==> src/rtl/bus_arbiter.sv <==
// rtl/bus_arbiter.sv - round-robin N-master to single-slave bus arbiter (IDLE/XFER/DONE)
// Optional slave-response timeout enabled by defining BUS_ARBITER_TIMEOUT_EN.
module bus_arbiter #(
    parameter int N_MASTERS   = 2,
    parameter int ADDR_W      = 17,
    parameter int DATA_W      = 8,
    parameter int TIMEOUT_CYC = 16
) (
    input  logic                          clk,
    input  logic                          reset,
    input  logic [N_MASTERS-1:0]          m_req,
    input  logic [N_MASTERS-1:0]          m_we,
    input  logic [N_MASTERS*ADDR_W-1:0]   m_addr,
    input  logic [N_MASTERS*DATA_W-1:0]   m_wdata,
    output logic [N_MASTERS-1:0]          m_ack,
    output logic                          m_err,
    output logic [DATA_W-1:0]             m_rdata,
    output logic                          s_req,
    output logic                          s_we,
    output logic [ADDR_W-1:0]             s_addr,
    output logic [DATA_W-1:0]             s_wdata,
    input  logic                          s_ack,
    input  logic [DATA_W-1:0]             s_rdata,
    output logic                          busy
);

    localparam int LG_W = (N_MASTERS > 1) ? $clog2(N_MASTERS) : 1;

    typedef enum logic [1:0] {
        IDLE = 2'd0,
        XFER = 2'd1,
        DONE = 2'd2
    } state_t;

    state_t              state_q, state_d;
    logic [LG_W-1:0]     last_grant_q, last_grant_d;
    logic [LG_W-1:0]     winner_q, winner_d;
    logic                we_q, we_d;
    logic [ADDR_W-1:0]   addr_q, addr_d;
    logic [DATA_W-1:0]   wdata_q, wdata_d;
    logic [DATA_W-1:0]   rdata_q, rdata_d;

    logic                found;
    logic [LG_W-1:0]     pick;
    logic [LG_W-1:0]     cand;
    int                  idx;

    // Scan from the farthest candidate to the nearest so the nearest requester after last_grant wins.
    always_comb begin
        found = 1'b0;
        pick  = '0;
        cand  = '0;
        idx   = 0;
        for (int k = N_MASTERS; k >= 1; k--) begin
            idx = int'(last_grant_q) + k;
            if (idx >= N_MASTERS) idx = idx - N_MASTERS;
            cand = LG_W'(idx);
            if (m_req[cand]) begin
                found = 1'b1;
                pick  = cand;
            end
        end
    end

`ifdef BUS_ARBITER_TIMEOUT_EN
    localparam logic [7:0] TO_LAST = 8'(TIMEOUT_CYC - 1);
    logic [7:0] cnt_q, cnt_d;
    logic       err_q, err_d;
`endif

    always_comb begin
        state_d      = state_q;
        last_grant_d = last_grant_q;
        winner_d     = winner_q;
        we_d         = we_q;
        addr_d       = addr_q;
        wdata_d      = wdata_q;
        rdata_d      = rdata_q;
`ifdef BUS_ARBITER_TIMEOUT_EN
        cnt_d        = cnt_q;
        err_d        = err_q;
`endif
        case (state_q)
            IDLE: begin
                if (found) begin
                    winner_d = pick;
                    we_d     = m_we[pick];
                    addr_d   = m_addr[pick*ADDR_W +: ADDR_W];
                    wdata_d  = m_wdata[pick*DATA_W +: DATA_W];
                    state_d  = XFER;
`ifdef BUS_ARBITER_TIMEOUT_EN
                    cnt_d    = '0;
`endif
                end
            end
            XFER: begin
                if (s_ack) begin
                    rdata_d = s_rdata;
                    state_d = DONE;
`ifdef BUS_ARBITER_TIMEOUT_EN
                    err_d   = 1'b0;
                end else if (cnt_q == TO_LAST) begin
                    cnt_d   = cnt_q + 8'd1;
                    rdata_d = '1;
                    err_d   = 1'b1;
                    state_d = DONE;
                end else begin
                    cnt_d   = cnt_q + 8'd1;
`endif
                end
            end
            DONE: begin
                last_grant_d = winner_q;
                state_d      = IDLE;
            end
            default: state_d = IDLE;
        endcase
    end

    always_ff @(posedge clk or negedge reset) begin
        if (!reset) begin
            state_q      <= IDLE;
            last_grant_q <= LG_W'(N_MASTERS - 1);
            winner_q     <= '0;
            we_q         <= 1'b0;
            addr_q       <= '0;
            wdata_q      <= '0;
            rdata_q      <= '0;
        end else begin
            state_q      <= state_d;
            last_grant_q <= last_grant_d;
            winner_q     <= winner_d;
            we_q         <= we_d;
            addr_q       <= addr_d;
            wdata_q      <= wdata_d;
            rdata_q      <= rdata_d;
        end
    end

`ifdef BUS_ARBITER_TIMEOUT_EN
    always_ff @(posedge clk or negedge reset) begin
        if (!reset) begin
            cnt_q <= '0;
            err_q <= 1'b0;
        end else begin
            cnt_q <= cnt_d;
            err_q <= err_d;
        end
    end

    assign m_err = err_q;
`else
    assign m_err = 1'b0;
`endif

    always_comb begin
        m_ack = '0;
        if (state_q == DONE) m_ack[winner_q] = 1'b1;
    end

    assign s_req   = (state_q == XFER);
    assign busy    = (state_q != IDLE);
    assign s_we    = we_q;
    assign s_addr  = addr_q;
    assign s_wdata = wdata_q;
    assign m_rdata = rdata_q;

endmodule

==> config.mk <==
export PLATFORM = sky130hd
export DESIGN_NAME = bus_arbiter
export DESIGN_NICKNAME = d
export VERILOG_FILES = /design/src/rtl/bus_arbiter.sv
export SDC_FILE = /design/constraint.sdc
export NUM_CORES = 1
export LEC_CHECK = 0
export CORE_MARGIN = 2
export CORE_UTILIZATION = 38
export DETAILED_ROUTE_END_ITERATION = 12
export PLACE_DENSITY = 0.8
export REMOVE_ABC_BUFFERS = 1
export SYNTH_ARGS = -nofsm -noshare
export SYNTH_HDL_FRONTEND = slang
export SYNTH_SLANG_ARGS = --single-unit
==> constraint.sdc <==
create_clock -name clk -period 1.7 [get_ports clk]
set_input_delay 0.255 -clock clk [delete_from_list [all_inputs] [get_ports clk]]
set_output_delay 0.255 -clock clk [all_outputs]
set_load 0.02 [all_outputs]
==> results of run 1 <==
state kept, by name, summed over array words and instances (netlist names):
register,count
last_grant_q,1
m_rdata,8
s_addr,17
s_wdata,8
s_we,1
state_q,2
winner_q,1
cell type report:
cell class / count / area, um^2 / area share
repair buffers: 109 / 1109 / 0.3631
flip-flops and latches: 38 / 952.2 / 0.3119
multi-input cells: 72 / 818.3 / 0.2680
clock buffers: 7 / 86.33 / 0.02828
well taps: 54 / 67.56 / 0.02213
inverters: 4 / 15.01 / 0.004918
clock inverters: 1 / 5.005 / 0.001639
repair_timing:
item | CTS | global route
gates cloned | 0 | 1
resized for setup | 4 | 1
setup endpoints to repair | 4 | 2
hold buffers | 1 | 0
endpoints found under the hold margin | 2 | 0
report_power, final:
group          switching [W]  internal, W  leakage, nW
Sequential          0.000228      0.00137        0.445
Clock               0.000306     0.000327       0.0482
Combinational        0.00120      0.00153        0.846
worst min-delay path by stage:
stage	to	slack, ns	depth (start not counted)
final	s_wdata[7]	0.28	2
after global routing	s_wdata[7]	0.28	2
after CTS	s_wdata[7]	0.27	2
after detailed placement	s_wdata[7]	0.05	1
after global placement	s_wdata[7]	0.05	1
after floorplan	m_rdata[0]	-0.04	0
cell usage in the layout, fill, tap and decap left out:
master,synthesis,routed
sky130_fd_sc_hd__clkinv_2,0,1
sky130_fd_sc_hd__dlygate4sd2_1,0,4
sky130_fd_sc_hd__clkbuf_1,0,1
sky130_fd_sc_hd__nor2_1,3,3
sky130_fd_sc_hd__dlygate4sd3_1,0,1
sky130_fd_sc_hd__dfstp_2,1,1
sky130_fd_sc_hd__o21ai_2,1,1
sky130_fd_sc_hd__clkbuf_8,0,6
sky130_fd_sc_hd__buf_12,0,2
sky130_fd_sc_hd__nand2_1,1,1
sky130_fd_sc_hd__o21ai_0,1,1
sky130_fd_sc_hd__dfrtp_1,37,37
sky130_fd_sc_hd__clkdlybuf4s50_1,0,97
sky130_fd_sc_hd__a21bo_2,0,1
sky130_fd_sc_hd__nand2b_1,2,2
sky130_fd_sc_hd__clkbuf_16,0,1
sky130_fd_sc_hd__buf_4,1,3
sky130_fd_sc_hd__conb_1,1,1
sky130_fd_sc_hd__buf_2,2,1
sky130_fd_sc_hd__mux2_2,41,41
sky130_fd_sc_hd__o2bb2ai_1,1,1
sky130_fd_sc_hd__a21o_1,1,1
sky130_fd_sc_hd__inv_1,4,4
sky130_fd_sc_hd__mux2_4,19,19
metrics by stage:
stage          power, W  cells  setup TNS [ns]  setup slack [ns]
4_1_cts        0.004992    284               0           0.03825
3_5_place_dp   0.004369    275          -4.241           -0.1876
3_3_place_gp   0.004304    275          -3.556           -0.1503
2_1_floorplan  0.003037    114          -8.974           -0.3907
6_report       0.004960    285               0           0.05309
5_1_grt        0.005232    285               0         0.0009193
per-layer routing:
metal  vias to the layer above  wire length (um)  part of all wire  GRT usage
met2                        73              2136              0.46     0.2589
li1                        638                 -                 -          -
met1                       674              1993              0.43     0.2051
met3                         5               438             0.095    0.06447
met5                         -                 0                 0          0
met4                         0                61             0.013    0.06667
cell families after synthesis:
family	synth area share
AO/OA/AOI/OAI	0.02171
buffers and inverters	0.04003
flip-flops	0.5163
multiplexers	0.4050
other	0.002033
AND/OR/NAND/NOR	0.01492
critical path: cells and delay by family (launching register included):
| kind | cells | cell delay, ns |
|---|---|---|
| buf+inv | 1 | 0.18 |
| flops | 1 | 0.54 |
| mux | 2 | 0.62 |
| compound gates | 1 | 0.20 |
==> results.txt, run 1 <==
- The detail route stage leaves a number of antenna-violating nets equal to 0.
* Die extent in x: 73.67 um
* Inserted Diodes: 0
- Die height: 73.67 um
* Worst reg-to-reg setup slack: 0.05 ns
- Number of rows in the core area: 25
* Count of boundary I/O pins: 104
- Category of the critical setup timing path: flip-flop to flip-flop
* H-tree level count: 2
- The congestion estimate from routability-driven global placement came to 0.7135.
- The largest single stage delay on the critical path is 0.54 ns.
- Post-synthesis cell type with the largest combined area: sky130_fd_sc_hd__dfrtp_1
- The clock drives 38 sinks.
- Fillcell total: 359
- IR analysis of the VDD net gives a maximum drop of 767.5 uV.
- Setup violations remaining at the end of the flow were counted as 0.
- Launching point of the worst reg2reg path: last_grant_q
- Of the synthesized area, sequential elements account for 0.5163.
- Largest driver fanout on the critical path: 14
- Sorting the synthesized cells by area gives the leading types as sky130_fd_sc_hd__dfrtp_1 (50%), sky130_fd_sc_hd__mux2_2 (25%), sky130_fd_sc_hd__mux2_4 (15%).
* Number of clock buffers inserted by TritonCTS: 5
- Power spread over the standard cell area amounts to 1625 nW/um^2.
- Clock transition time at the flip-flop clock pins of the worst setup and hold paths: 0.07 ns
- The worst setup path is launched from a flip-flop.
- After detailed routing, the number of vias per cell comes to 4.877.
- Mapped cell area: 1844 um^2
- On the final layout, the worst clock skew is 0.002040 ns.
- The tree is rooted in a sky130_fd_sc_hd__clkbuf_8.
- Yosys cell types: 18
- The commonest cells after synthesis are sky130_fd_sc_hd__mux2_2 (41), sky130_fd_sc_hd__dfrtp_1 (37), sky130_fd_sc_hd__mux2_4 (19).
* Leak Pwr: 1.340 nW
* NumNets Final: 295
- Data on the critical path is required at its endpoint by 1.87 ns.
- Traced cell by cell, the critical path runs through a21bo_2, buf_12, mux2_2, mux2_2.
- Total via count in the routed design: 1390
* DRC violation count after routing: 0
* Length in cells of the worst reg-to-reg path: 4
* Fmax: 607.2 MHz
* Post-layout min period: 1.647 ns
- Final number of hold-violating endpoints: 0
- In the synthesized netlist the async set-or-reset flop fraction comes to 1.000.
- Among all flip-flop cells after synthesis, the most frequent one is sky130_fd_sc_hd__dfrtp_1.
- The most critical setup path has its startpoint at last_grant_q.
- The die covers 5427 um^2.
- The share of synthesized area in the top cell type comes to 0.5020.
- Synthesis produced a netlist whose cell count is 120.
* Number of enable-type register cells in the synthesized netlist: 0
* Overall global routing resource usage: 0.1656
- I/O Buffers: 102
- Top-count cell post-synth: sky130_fd_sc_hd__mux2_2
* Remaining global-route overflow: 0
- Post-route clock period utilization: 0.9688
* Drt pass-1 iters: 3
- CP Data Arrival Time: 1.82 ns
* Number of antenna violations at the first check in global routing: 0
- At the later pin of the worst-skew pair, clock insertion delay measures 0.28 ns.
* Initial core utilization: 0.3931
* Final worst hold slack: 0.2814 ns
- The run finished with clean final reports.
- Number of warnings reported in the yosys synthesis log: 0
* Number of buffers on the longest clock path: 2
* Average detailed-routed wire length per instance: 16.24 um
- After detailed placement, the total cell area comes to 2932 um^2.
- Clock tree from TritonCTS: yes
- Path type of the worst min-delay path: primary input to async pin
- At the end of the flow the core is filled with cells to 0.6507.
- The first routing iteration left 26 violations.
- Destination of the worst register-to-register timing path: s_wdata[3]
* Synth Register Bits: 38
* Post-CTS setup-driven buffer insertion count: 0
- Largest net degree at the start of global routing: 37
* Mean post-synth cell area: 15.37 um^2
- Area growth from synthesis to layout: 65.54%
- Unrepaired setup endpoints after global routing: no
- The first global-routing pass estimated 6568 um of wire.
- Across the run, the number of max-cap violations was 0.
- Summed area of non-filler cells in the final layout: 3053 um^2
- In this run the standard cell core region covers 4692 um^2.
- Detailed placement finished with a half-perimeter wire length of 3312 um.
- STA classifies the critical path endpoint as a flip-flop.
- Slowest-stage cell, CP: sky130_fd_sc_hd__dfstp_2
- The number of global-route vias before repair came to 1391.
* Endpoint of the worst setup timing path: s_wdata[3]
- Counting stages on the worst path, the most repeated cell is sky130_fd_sc_hd__mux2_2.
- Final max-slew violation count: 0
- For this block, the routed nets add up to 4629 um of wire.
- Layout cells sized above 1: 0.3333
Note: power is estimated with default switching activity, not from simulation.
==> run 2: changes to the inputs <==
--- a/config.mk
+++ b/config.mk
@@ -6,10 +6,12 @@
 export NUM_CORES = 1
 export LEC_CHECK = 0
 export CORE_MARGIN = 2
-export CORE_UTILIZATION = 38
+export CORE_UTILIZATION = 41
 export DETAILED_ROUTE_END_ITERATION = 12
-export PLACE_DENSITY = 0.8
+export MAX_ROUTING_LAYER = met4
+export PLACE_DENSITY = 0.85
 export REMOVE_ABC_BUFFERS = 1
 export SYNTH_ARGS = -nofsm -noshare
 export SYNTH_HDL_FRONTEND = slang
 export SYNTH_SLANG_ARGS = --single-unit
+export TNS_END_PERCENT = 20
==> constraint.sdc (replaced) <==
create_clock -name clk -period 2.1 [get_ports clk]
set_input_delay 0.315 -clock clk [delete_from_list [all_inputs] [get_ports clk]]
set_output_delay 0.315 -clock clk [all_outputs]
set_load 0.02 [all_outputs]
==> results.txt, run 2 (synthesis gave the netlist of run 1 again) <==
- Status: finished clean
- Core area: 4354 um^2
- Summed area of non-filler cells in the final layout: 3023 um^2
- Setup violations remaining at the end of the flow were counted as 0.
- Final worst hold slack: 0.4976 ns
* Util after Layout: 0.6943
- In the final timing run, aggregate negative setup slack is 0 ns.
- Register area: 952.2 um^2
- Fmax: 514.9 MHz
- At the worst endpoint, the required time is 1.78 ns.
* Count of routing violations after the opening detailed-route iteration: 48
* Kind of end point of the critical path: output pin
* Layout cells sized above 1: 0.3231
- Number of max-capacitance violations reported: 0
- In the final routed layout, each cell accounts on average for 16.49 um.
- Remaining global-route overflow: 0
- Setup repair after global routing left no endpoint under its margin.
* Final number of hold-violating endpoints: 0
- The clock passes through at most 2 buffers.
- Detailed placement ended at an HPWL of 3624 um.
- The number of global-route vias before repair was 1414.
- For this run, global-route usage on met3 was measured as 0.05271.
- The initial utilization of the core area, before any placement, comes to 0.4236.
- Measured along the x axis, the die boundary spans 71.07 um.
* Largest net degree at the start of global routing: 29
- The die covers 5051 um^2.
* CP Data Arrival Time: 1.63 ns
- In this run the cell area measured after placement is 2922 um^2.
- Fillcell total: 331
- In the global route stage, met2 resource usage came out at 0.3406.
- For this run, the total global-route usage over all layers was measured as 0.2007.
- 104 I/O pins were placed.
- Most used cells in the layout excluding fill and tap cells: sky130_fd_sc_hd__clkdlybuf4s50_1 (101), sky130_fd_sc_hd__mux2_2 (41), sky130_fd_sc_hd__dfrtp_1 (37)
- Clock latency on the worst-skew pair: 0.29 ns
- Subtracting the final worst setup slack from the clock period gives 1.942 ns.
- Largest driver fanout on the critical path: 3
- Input and output buffers added on the ports amount to 102.
- Category of the critical setup timing path: flip-flop to output pin
- For the final database, setup skew stands at 0.005784 ns.
- Post-CTS setup-driven buffer insertion count: 0
- TritonCTS created 5 clock buffers.
* Avg Vias per Cell: 4.840
* Drt pass-1 iters: 4
- Count of nets left with antenna violations after detail routing: 0
* Clock root buffer: sky130_fd_sc_hd__clkbuf_8
- The floorplan has 24 rows.
* Sinks on the clock net: 38
- H-tree level count: 2
* Met1 Usage GRT: 0.2209
* Leak Pwr: 1.313 nW
* Inserted Diodes: 0
* Number of flip-flops under the largest register name: 17
- Setup slack on the worst reg-to-reg path comes out at 0.45 ns.
- Dividing the final minimum period by the clock period gives 0.9248.
- STA classifies the critical path startpoint as a flip-flop.
- Total detailed-routing wirelength: 4634 um
- DRC violation count after routing: 0
* Final max-slew violation count: 0
* Area taken by multi-input logic gates: 818.3 um^2
- Area growth from synthesis to layout: 63.91%
- Post-CTS repair changed the size of 0 cells.
* Most used routing layer in global routing: met2
- In this run the worst hold path is classified as primary input to async pin.
- Clock transition time at the flip-flop clock pins of the worst setup and hold paths: 0.07 ns
- Number of antenna violations at the first check in global routing: 0
* Total via count in the routed design: 1360
- The first global-routing pass estimated 7369 um of wire.
- In this run the power density over the cells is 1331 nW/um^2.
- The worst-case IR drop observed on VDD is 580.1 uV.
* Routability congestion estimate: 0.7377
* NumNets Final: 293
- Clock tree from TritonCTS: yes
- The library cell used most frequently in the layout, excluding fill and tap cells, is sky130_fd_sc_hd__clkdlybuf4s50_1.
* Die height: 71.07 um
-- run 2: where the power goes --
group / switching [W] / total, W / leakage [nW] / internal (W)
Clock: 0.000249 / 0.000514 / 0.0482 / 0.000265
Sequential: 0.000179 / 0.00129 / 0.445 / 0.00111
Combinational: 0.000976 / 0.00222 / 0.820 / 0.00124
Total: 0.00140 / 0.00402 / 1.31 / 0.00262
-- run 2: final timing paths --
check | start | endpoint | cells after the start
max reg2reg | last_grant_q | s_wdata[0] | 4
min reg2reg | s_addr[1] | s_addr[1] | 1
min in group clk | s_addr[1] | s_addr[1] | 1
max | state_q[0] | m_ack[1] | 3
max in group asynchronous | reset | m_rdata[0] | 3
min | reset | s_addr[7] | 2
-- run 2: cell type report --
type,count,share of cell area
tap,52,0.02152
timing repair buffer,107,0.3576
clock inverter,1,0.001656
sequential,38,0.3150
clock buffer,7,0.02856
multi-input combinational,72,0.2707
inverter,4,0.004967
-- run 2: repair_timing --
item / in CTS / in global routing
endpoints found under the hold margin: 17 / 0
hold buffers: 1 / 0
endpoints found under the setup margin: 0 / 0
-- run 2: metrics by stage --
stage	total power (W)	std cells	setup WS, ns
floorplan	0.002459	114	0.009342
global placement	0.003497	272	0.1683
detailed placement	0.003544	272	0.1090
CTS	0.004067	281	0.1344
global route	0.004244	281	0.07094
finish	0.004023	281	0.1580
-- run 2: per-layer routing --
layer | up-vias | share of wire | wire length (um)
met5 | - | 0 | 0
met2 | 56 | 0.53 | 2467
met1 | 661 | 0.38 | 1761
met3 | 6 | 0.068 | 314
met4 | 0 | 0.020 | 91
li1 | 637 | - | -
-- run 2: critical path, stage by stage, from the launching register on --
cell	delay [ns]
sky130_fd_sc_hd__dfrtp_1	0.39
sky130_fd_sc_hd__nand2b_1	0.18
sky130_fd_sc_hd__nor2_1	0.13
sky130_fd_sc_hd__clkdlybuf4s50_1	0.64
